### src/rtl/ex_mem_stage.sv
// ---------------------------------------------------------------------------
// ex_mem_stage
//
// Purpose:
//   Pipeline stage directly after the execute ALU. Each accepted ALU bundle
//   is registered and turned into exactly one action:
//     - a one-cycle register writeback (arithmetic opcodes 1,2,3,4,5,9,12),
//     - a one-cycle branch redirect pulse (opcodes 7 = B, 8 = BEG),
//     - a data-memory store (opcode 6 = CP) over a req/ack handshake,
//     - a data-memory load (opcode 10 = GP) followed by a writeback cycle.
//   While a memory access is outstanding in_ready is low and upstream stalls.
//
// Parameters:
//   ADDR_W  : memory address / branch target width
//   REG_W   : register-file index width
//   TIMEOUT : memory wait cycles before abort (only with MEM_TIMEOUT_EN)
//
// Optional feature macro:
//   MEM_TIMEOUT_EN : when defined, a wait counter aborts a memory access that
//                    has not been acknowledged after TIMEOUT cycles and pulses
//                    mem_err. When undefined, mem_err is constant 0 and the
//                    stage waits for mem_ack indefinitely.
//
// Ports:
//   clk, rst            : clock (rising edge), synchronous active-high reset
//   in_valid / in_ready : upstream handshake (in_ready = IDLE && !rst)
//   opcode, rd_out, rd_mem, alu_result, mem_result, mem_out,
//   branch_result, wr_enable : ALU result bundle
//   mem_req, mem_we, mem_addr, mem_wdata, mem_ack, mem_rdata : memory port
//   wb_valid, wb_addr, wb_data : register writeback strobe
//   br_taken, br_target        : branch redirect pulse
//   instr_count                : retired (accepted) bundle counter
//   mem_err                    : timeout abort pulse
// ---------------------------------------------------------------------------
module ex_mem_stage #(
  parameter int unsigned ADDR_W  = 16,
  parameter int unsigned REG_W   = 5,
  parameter int unsigned TIMEOUT = 255
) (
  input  logic              clk,
  input  logic              rst,
  input  logic              in_valid,
  output logic              in_ready,
  input  logic [4:0]        opcode,
  input  logic [31:0]       rd_out,
  input  logic [31:0]       rd_mem,
  input  logic [31:0]       alu_result,
  input  logic [31:0]       mem_result,
  input  logic [31:0]       mem_out,
  input  logic [31:0]       branch_result,
  input  logic              wr_enable,
  output logic              mem_req,
  output logic              mem_we,
  output logic [ADDR_W-1:0] mem_addr,
  output logic [31:0]       mem_wdata,
  input  logic              mem_ack,
  input  logic [31:0]       mem_rdata,
  output logic              wb_valid,
  output logic [REG_W-1:0]  wb_addr,
  output logic [31:0]       wb_data,
  output logic              br_taken,
  output logic [ADDR_W-1:0] br_target,
  output logic [31:0]       instr_count,
  output logic              mem_err
);

  typedef enum logic [1:0] {
    IDLE     = 2'd0,
    MEM_WAIT = 2'd1,
    LOAD_WB  = 2'd2
  } state_e;

  state_e            state_q,       state_d;
  logic              mem_req_q,     mem_req_d;
  logic              mem_we_q,      mem_we_d;
  logic [ADDR_W-1:0] mem_addr_q,    mem_addr_d;
  logic [31:0]       mem_wdata_q,   mem_wdata_d;
  logic              wb_valid_q,    wb_valid_d;
  logic [REG_W-1:0]  wb_addr_q,     wb_addr_d;
  logic [31:0]       wb_data_q,     wb_data_d;
  logic              br_taken_q,    br_taken_d;
  logic [ADDR_W-1:0] br_target_q,   br_target_d;
  logic [31:0]       instr_count_q, instr_count_d;
  logic [REG_W-1:0]  ld_reg_q,      ld_reg_d;
  logic              mem_err_q,     mem_err_d;
  logic              accept;

`ifdef MEM_TIMEOUT_EN
  // At least 8 bits, wider only if TIMEOUT needs it.
  localparam int unsigned CNT_W = (TIMEOUT > 255) ? $clog2(TIMEOUT + 1) : 8;
  logic [CNT_W-1:0] wait_cnt_q, wait_cnt_d;
`endif

  // Upper operand bits that this stage never looks at.
  logic unused_bits;
`ifdef MEM_TIMEOUT_EN
  assign unused_bits = ^{rd_out[31:REG_W], rd_mem[31:ADDR_W], mem_out[31:ADDR_W]};
`else
  assign unused_bits = ^{rd_out[31:REG_W], rd_mem[31:ADDR_W], mem_out[31:ADDR_W],
                         32'(TIMEOUT)};
`endif

  // in_ready is the only combinational output: it must fall in the reset
  // cycle itself so nothing is accepted while the stage is being cleared.
  assign in_ready = (state_q == IDLE) && !rst;
  assign accept   = in_valid && in_ready;

  // Next-state and next-output logic. Pulse outputs default to 0 every cycle;
  // data outputs hold their last value until a new bundle overwrites them.
  always_comb begin
    state_d       = state_q;
    mem_req_d     = mem_req_q;
    mem_we_d      = mem_we_q;
    mem_addr_d    = mem_addr_q;
    mem_wdata_d   = mem_wdata_q;
    wb_valid_d    = 1'b0;
    wb_addr_d     = wb_addr_q;
    wb_data_d     = wb_data_q;
    br_taken_d    = 1'b0;
    br_target_d   = br_target_q;
    instr_count_d = instr_count_q;
    ld_reg_d      = ld_reg_q;
    mem_err_d     = 1'b0;
`ifdef MEM_TIMEOUT_EN
    wait_cnt_d    = wait_cnt_q;
`endif

    case (state_q)
      IDLE: begin
        if (accept) begin
          instr_count_d = instr_count_q + 32'd1;
          case (opcode)
            5'd1, 5'd2, 5'd3, 5'd4, 5'd5, 5'd9, 5'd12: begin
              if (wr_enable) begin
                wb_valid_d = 1'b1;
                wb_addr_d  = rd_out[REG_W-1:0];
                wb_data_d  = alu_result;
              end
            end
            5'd7, 5'd8: begin
              br_taken_d  = (branch_result != 32'd0);
              br_target_d = branch_result[ADDR_W-1:0];
            end
            5'd6: begin
              mem_req_d   = 1'b1;
              mem_we_d    = 1'b1;
              mem_addr_d  = rd_mem[ADDR_W-1:0];
              mem_wdata_d = mem_result;
              state_d     = MEM_WAIT;
`ifdef MEM_TIMEOUT_EN
              wait_cnt_d  = '0;
`endif
            end
            5'd10: begin
              mem_req_d  = 1'b1;
              mem_we_d   = 1'b0;
              mem_addr_d = mem_out[ADDR_W-1:0];
              // The load destination is latched now because upstream moves
              // on once the stage returns to IDLE.
              ld_reg_d   = rd_mem[REG_W-1:0];
              state_d    = MEM_WAIT;
`ifdef MEM_TIMEOUT_EN
              wait_cnt_d = '0;
`endif
            end
            default: begin
            end
          endcase
        end
      end

      MEM_WAIT: begin
        // mem_ack only counts while a request is actually on the bus; this
        // also covers the zero-wait case where ack arrives in the first
        // request cycle.
        if (mem_ack && mem_req_q) begin
          mem_req_d = 1'b0;
          if (mem_we_q) begin
            state_d = IDLE;
          end else begin
            wb_valid_d = 1'b1;
            wb_addr_d  = ld_reg_q;
            wb_data_d  = mem_rdata;
            state_d    = LOAD_WB;
          end
        end
`ifdef MEM_TIMEOUT_EN
        // The count reaches TIMEOUT on this edge, so the access is dropped
        // after exactly TIMEOUT unacknowledged wait cycles.
        else if (wait_cnt_q == CNT_W'(TIMEOUT - 1)) begin
          mem_req_d = 1'b0;
          mem_err_d = 1'b1;
          state_d   = IDLE;
        end else begin
          wait_cnt_d = wait_cnt_q + 1'b1;
        end
`endif
      end

      LOAD_WB: begin
        // wb_valid is high during this cycle; it was set on the ack edge.
        state_d = IDLE;
      end

      default: begin
        state_d = IDLE;
      end
    endcase
  end

  // State and output registers with synchronous reset. Clearing mem_req and
  // returning to IDLE is what makes any late mem_ack after reset harmless.
  always_ff @(posedge clk) begin
    if (rst) begin
      state_q       <= IDLE;
      mem_req_q     <= 1'b0;
      mem_we_q      <= 1'b0;
      mem_addr_q    <= '0;
      mem_wdata_q   <= '0;
      wb_valid_q    <= 1'b0;
      wb_addr_q     <= '0;
      wb_data_q     <= '0;
      br_taken_q    <= 1'b0;
      br_target_q   <= '0;
      instr_count_q <= '0;
      ld_reg_q      <= '0;
      mem_err_q     <= 1'b0;
`ifdef MEM_TIMEOUT_EN
      wait_cnt_q    <= '0;
`endif
    end else begin
      state_q       <= state_d;
      mem_req_q     <= mem_req_d;
      mem_we_q      <= mem_we_d;
      mem_addr_q    <= mem_addr_d;
      mem_wdata_q   <= mem_wdata_d;
      wb_valid_q    <= wb_valid_d;
      wb_addr_q     <= wb_addr_d;
      wb_data_q     <= wb_data_d;
      br_taken_q    <= br_taken_d;
      br_target_q   <= br_target_d;
      instr_count_q <= instr_count_d;
      ld_reg_q      <= ld_reg_d;
      mem_err_q     <= mem_err_d;
`ifdef MEM_TIMEOUT_EN
      wait_cnt_q    <= wait_cnt_d;
`endif
    end
  end

  assign mem_req     = mem_req_q;
  assign mem_we      = mem_we_q;
  assign mem_addr    = mem_addr_q;
  assign mem_wdata   = mem_wdata_q;
  assign wb_valid    = wb_valid_q;
  assign wb_addr     = wb_addr_q;
  assign wb_data     = wb_data_q;
  assign br_taken    = br_taken_q;
  assign br_target   = br_target_q;
  assign instr_count = instr_count_q;
`ifdef MEM_TIMEOUT_EN
  assign mem_err     = mem_err_q;
`else
  assign mem_err     = 1'b0;
  logic unused_err;
  assign unused_err  = mem_err_q;
`endif

endmodule

### config.mk
export PLATFORM = sky130hd
export DESIGN_NAME = ex_mem_stage
export DESIGN_NICKNAME = d
export VERILOG_FILES = /design/src/rtl/ex_mem_stage.sv
export SDC_FILE = /design/constraint.sdc
export NUM_CORES = 1
export LEC_CHECK = 0
export CELL_PAD_IN_SITES_DETAIL_PLACEMENT = 0
export CELL_PAD_IN_SITES_GLOBAL_PLACEMENT = 1
export CORE_UTILIZATION = 27
export CTS_BUF_LIST = sky130_fd_sc_hd__clkbuf_8
export DETAILED_ROUTE_END_ITERATION = 7
export PLACE_DENSITY = 0.87
export SETUP_SLACK_MARGIN = 0.1
export SLEW_MARGIN = 20
export SYNTH_ARGS = -nofsm -noshare
export SYNTH_HDL_FRONTEND = slang
export SYNTH_SLANG_ARGS = --single-unit
### constraint.sdc
create_clock -name clk -period 2.4 [get_ports clk]
set_input_delay 0.36 -clock clk [delete_from_list [all_inputs] [get_ports clk]]
set_output_delay 0.36 -clock clk [all_outputs]
set_load 0.05 [all_outputs]
==> flow_summary_export.csv <==
group,metric,value,unit
floorplan,pin_count,373,
floorplan,start_util,27.6,%
power,leakagePower,0.00330,µW
finish,postLayoutCoreUtil,45.2,%
setup_path,crit_buf_inv,1,
setup_path,regToRegStartpoint,"instr_count[14]",
sta,rsz0062_at_grt,"false",
placed_design,gp_congestion,0.747,
sta,holdWs,0.439,ns
floorplan,coreArea,22600,µm²
power,vdd_drop_max,280,µV
setup_path,crit_path_end_kind,"output port",
setup_path,crit_type,"reg -> out",
clock_tree,holdBufCountCts,0,
hold_path,holdPathStages,5,
sta,hold_viol,0,
drt,ant_nets,0,
yosys,syn_nets,911,
clock_tree,cts-root-buf,"clkbuf_8",
hold_path,hold_start,"rst",
power,pwr-share-clk,39.7,%
grt,grt_first_pass_wirelength,31500,µm
sta,timing.final.crit_share,89.4,%
grt,grt_max_degree,73,
drt,vias,6104,
outcome,outcome,"finished, final reports clean",
clock_tree,cts_buffer_depth,2,
clock_tree,path_clk_slew,0.09,ns
sta,setup_tns,0,ns
finish,diodes,0,
setup_path,crit_path_start_kind,"flip-flop",
yosys,synth-edff-count,0,
floorplan,die-area,23800,µm²
yosys,ys_seq_elements,144,
hold_path,min_path_type,"in -> reg",
grt,grt_pass1_vias,5866,
power,switching_share,25.6,%
yosys,ys_types,45,
setup_path,rrSetupSlack,0.32,ns
setup_path,cpPeakStageDelay,0.86,ns
power,p_int,3800,µW
setup_path,rr_worst_depth,5,
drt,first_pass_iters,4,
placed_design,dp.cells,1244,
clock_tree,cts_buffers,17,
yosys,async_flop_share,0,%
floorplan,die-height,154,µm
finish,nets,1215,
sta,relSlewSlack,42.7,%
sta,drv_slew,0,
grt,grt_remaining_overflow,0,
setup_path,critPathTopFamily,"buffers and inverters",
flow_run,cap_viol_max_count,0,
setup_path,rr_endpoint,"instr_count[31]",
yosys,ys_warn_count,0,
floorplan,die_w,154,µm
drt,drt_iter0_drc,201,
yosys,seq_area_frac_synth,46.1,%
clock_tree,clkSinkCount,144,
yosys,synthFlopType,"dfxtp_1",
setup_path,critPathSlowestCell,"clkdlybuf4s50_1",
finish,drive_gt1_share,8.37,%
sta,worst_clock_skew,0.0153,ns
power,total_power,5110,µW
setup_path,cp.depth,1,
sta,tightest_slew,0.860,ns
yosys,synth_area,6250,µm²
clock_tree,clkLatencyLatePin,0.45,ns
finish,fill_cells,2186,
sta,max_freq,466,MHz
placed_design,dp_hpwl,14400,µm
finish,stdcell_count,1277,
power,p_switching,1310,µW
setup_path,endpoint,"instr_count[25]",
grt,grt_use_total,16.9,%
setup_path,path_cells,"clkdlybuf4s50_1",
drt,drc_errors,0,
drt,vias_per_cell,4.78,
clock_tree,cts_tree,"yes",
setup_path,crit_start,"instr_count[25]",
power,power_density,500,nW/µm²
yosys,avgSynthCellArea,9.25,µm²
floorplan,rows,55,
drt,wl,20400,µm
setup_path,arrival,1.79,ns
power,comb_power_share,12.7,%
sta,post-route-min-period,2.15,ns
power,seqPwrFrac,47.6,%
sta,setup_violations,0,
yosys,synthCells,676,
placed_design,port_buffers,312,
setup_path,cp_max_fo,8,
grt,antenna_found_initial,1,
drt,avgRoutedWirePerCell,16.0,µm
finish,area_growth,63.7,%
setup_path,crit_required,2.04,ns
clock_tree,cts-htree-levels,4,
## layer usage
| metal | track usage, % | vias up | part of all wire [%] |
|---|---|---|---|
| met5 | 0 | - | 0.059 |
| li1 | - | 3060 | - |
| met2 | 29.1 | 200 | 49 |
| met3 | 5.38 | 16 | 7.2 |
| met1 | 20.3 | 2826 | 43 |
| met4 | 4.14 | 2 | 1.1 |
## worst min-delay path by stage
stage	end	slack (ns)
2_1_floorplan	ld_reg_q[0]	0.46
3_3_place_gp	mem_wdata[18]	0.44
3_5_place_dp	mem_wdata[25]	0.45
4_1_cts	instr_count[1]	0.39
5_1_grt	mem_wdata[14]	0.43
6_report	instr_count[1]	0.44
## layout by cell type, fill, tap and decap left out, drive strengths merged, types with 2 or more instances in the layout
master	count
a211oi	17
a21oi	52
a221oi	37
and2	4
and3	2
and4	5
buf	30
bufinv	3
clkbuf	18
clkdlybuf4s50	309
clkinv	4
clkinvlp	3
dfxtp	144
inv	9
mux2	2
mux2i	74
nand2	75
nand2b	3
nand3	10
nand4	14
nand4b	2
nor2	88
nor2b	3
nor3	6
nor3b	2
nor4	11
o21ai	8
o31ai	14
or3	6
or4	16
or4b	2
xnor2	3
xor2	6
## cell usage after synthesis, types with 3 or more instances
cell	count	share of area, %
and2_1	4	0.40
inv_1	5	0.30
buf_4	4	0.48
o21ai_0	8	0.64
dfxtp_1	144	46
a21oi_1	52	4.2
nor3_1	5	0.40
xnor2_1	3	0.42
a211oi_2	12	2.4
nor2_1	88	5.3
a211oi_1	5	0.60
nand4_1	14	1.4
nor4_1	9	0.90
nand2_1	75	4.5
nor2b_1	3	0.30
o31ai_1	14	1.7
mux2i_1	74	12
buf_2	11	0.88
or4_1	16	1.9
or3_1	6	0.60
clkbuf_1	34	2.0
buf_6	5	0.90
nand2b_1	3	0.30
nand3_1	10	0.80
xor2_1	6	0.84
a221oi_1	37	5.2
and4_1	5	0.70
## cell families after synthesis
logic type | synth area share [%]
DFF | 46.1
xor gates and xnor gates | 1.26
adders and majority gates | 0.200
buffers and inverters | 4.72
AOI/OAI and AO/OA | 15.6
and+or+nand+nor | 19.8
muxes | 12.2
other | 0.0600
## power by group through the flow
stage               sequential (µW)  combinational [µW]  clock [µW]
floorplan                      2570                 158           0
global placement               2490                 646           0
detailed placement             2490                 650           0
CTS                            2430                 653        2120
global route                   2430                 689        2240
finish                         2430                 649        2030
## per-stage QoR
step	worst slack, ns	cell area, µm²
2_1_floorplan	0.162	6250
3_3_place_gp	-0.0345	9790
3_5_place_dp	-0.117	9790
4_1_cts	0.135	10200
5_1_grt	0.159	10200
6_report	0.254	10200
## flip-flops by register name, summed over array words and instances, names as in the netlist
| register | flops |
|---|---|
| instr_count | 32 |
| mem_wdata | 32 |
| wb_data | 32 |
| br_target | 16 |
| mem_addr | 16 |
| ld_reg_q | 5 |
| wb_addr | 5 |
| state_q | 2 |
| br_taken | 1 |
| mem_req | 1 |
| mem_we | 1 |
| wb_valid | 1 |
## final cells by class
type                    instances  area, µm²  share of cell area (%)
inverters                       5       18.8                   0.183
multi-input cells             471       3100                    30.3
well taps                     285        357                    3.49
clock inverters                14        169                    1.65
repair buffers                341       3470                    33.9
clock buffers                  17        234                    2.29
flip-flops and latches        144       2880                    28.2
## repair_timing
action	4_1_cts	5_1_grt
endpoints found under the setup margin	0	2
resized for setup	0	1
setup buffers	0	1
endpoints found under the hold margin	0	0
No activity file was read; power rests on OpenSTA's default activity.
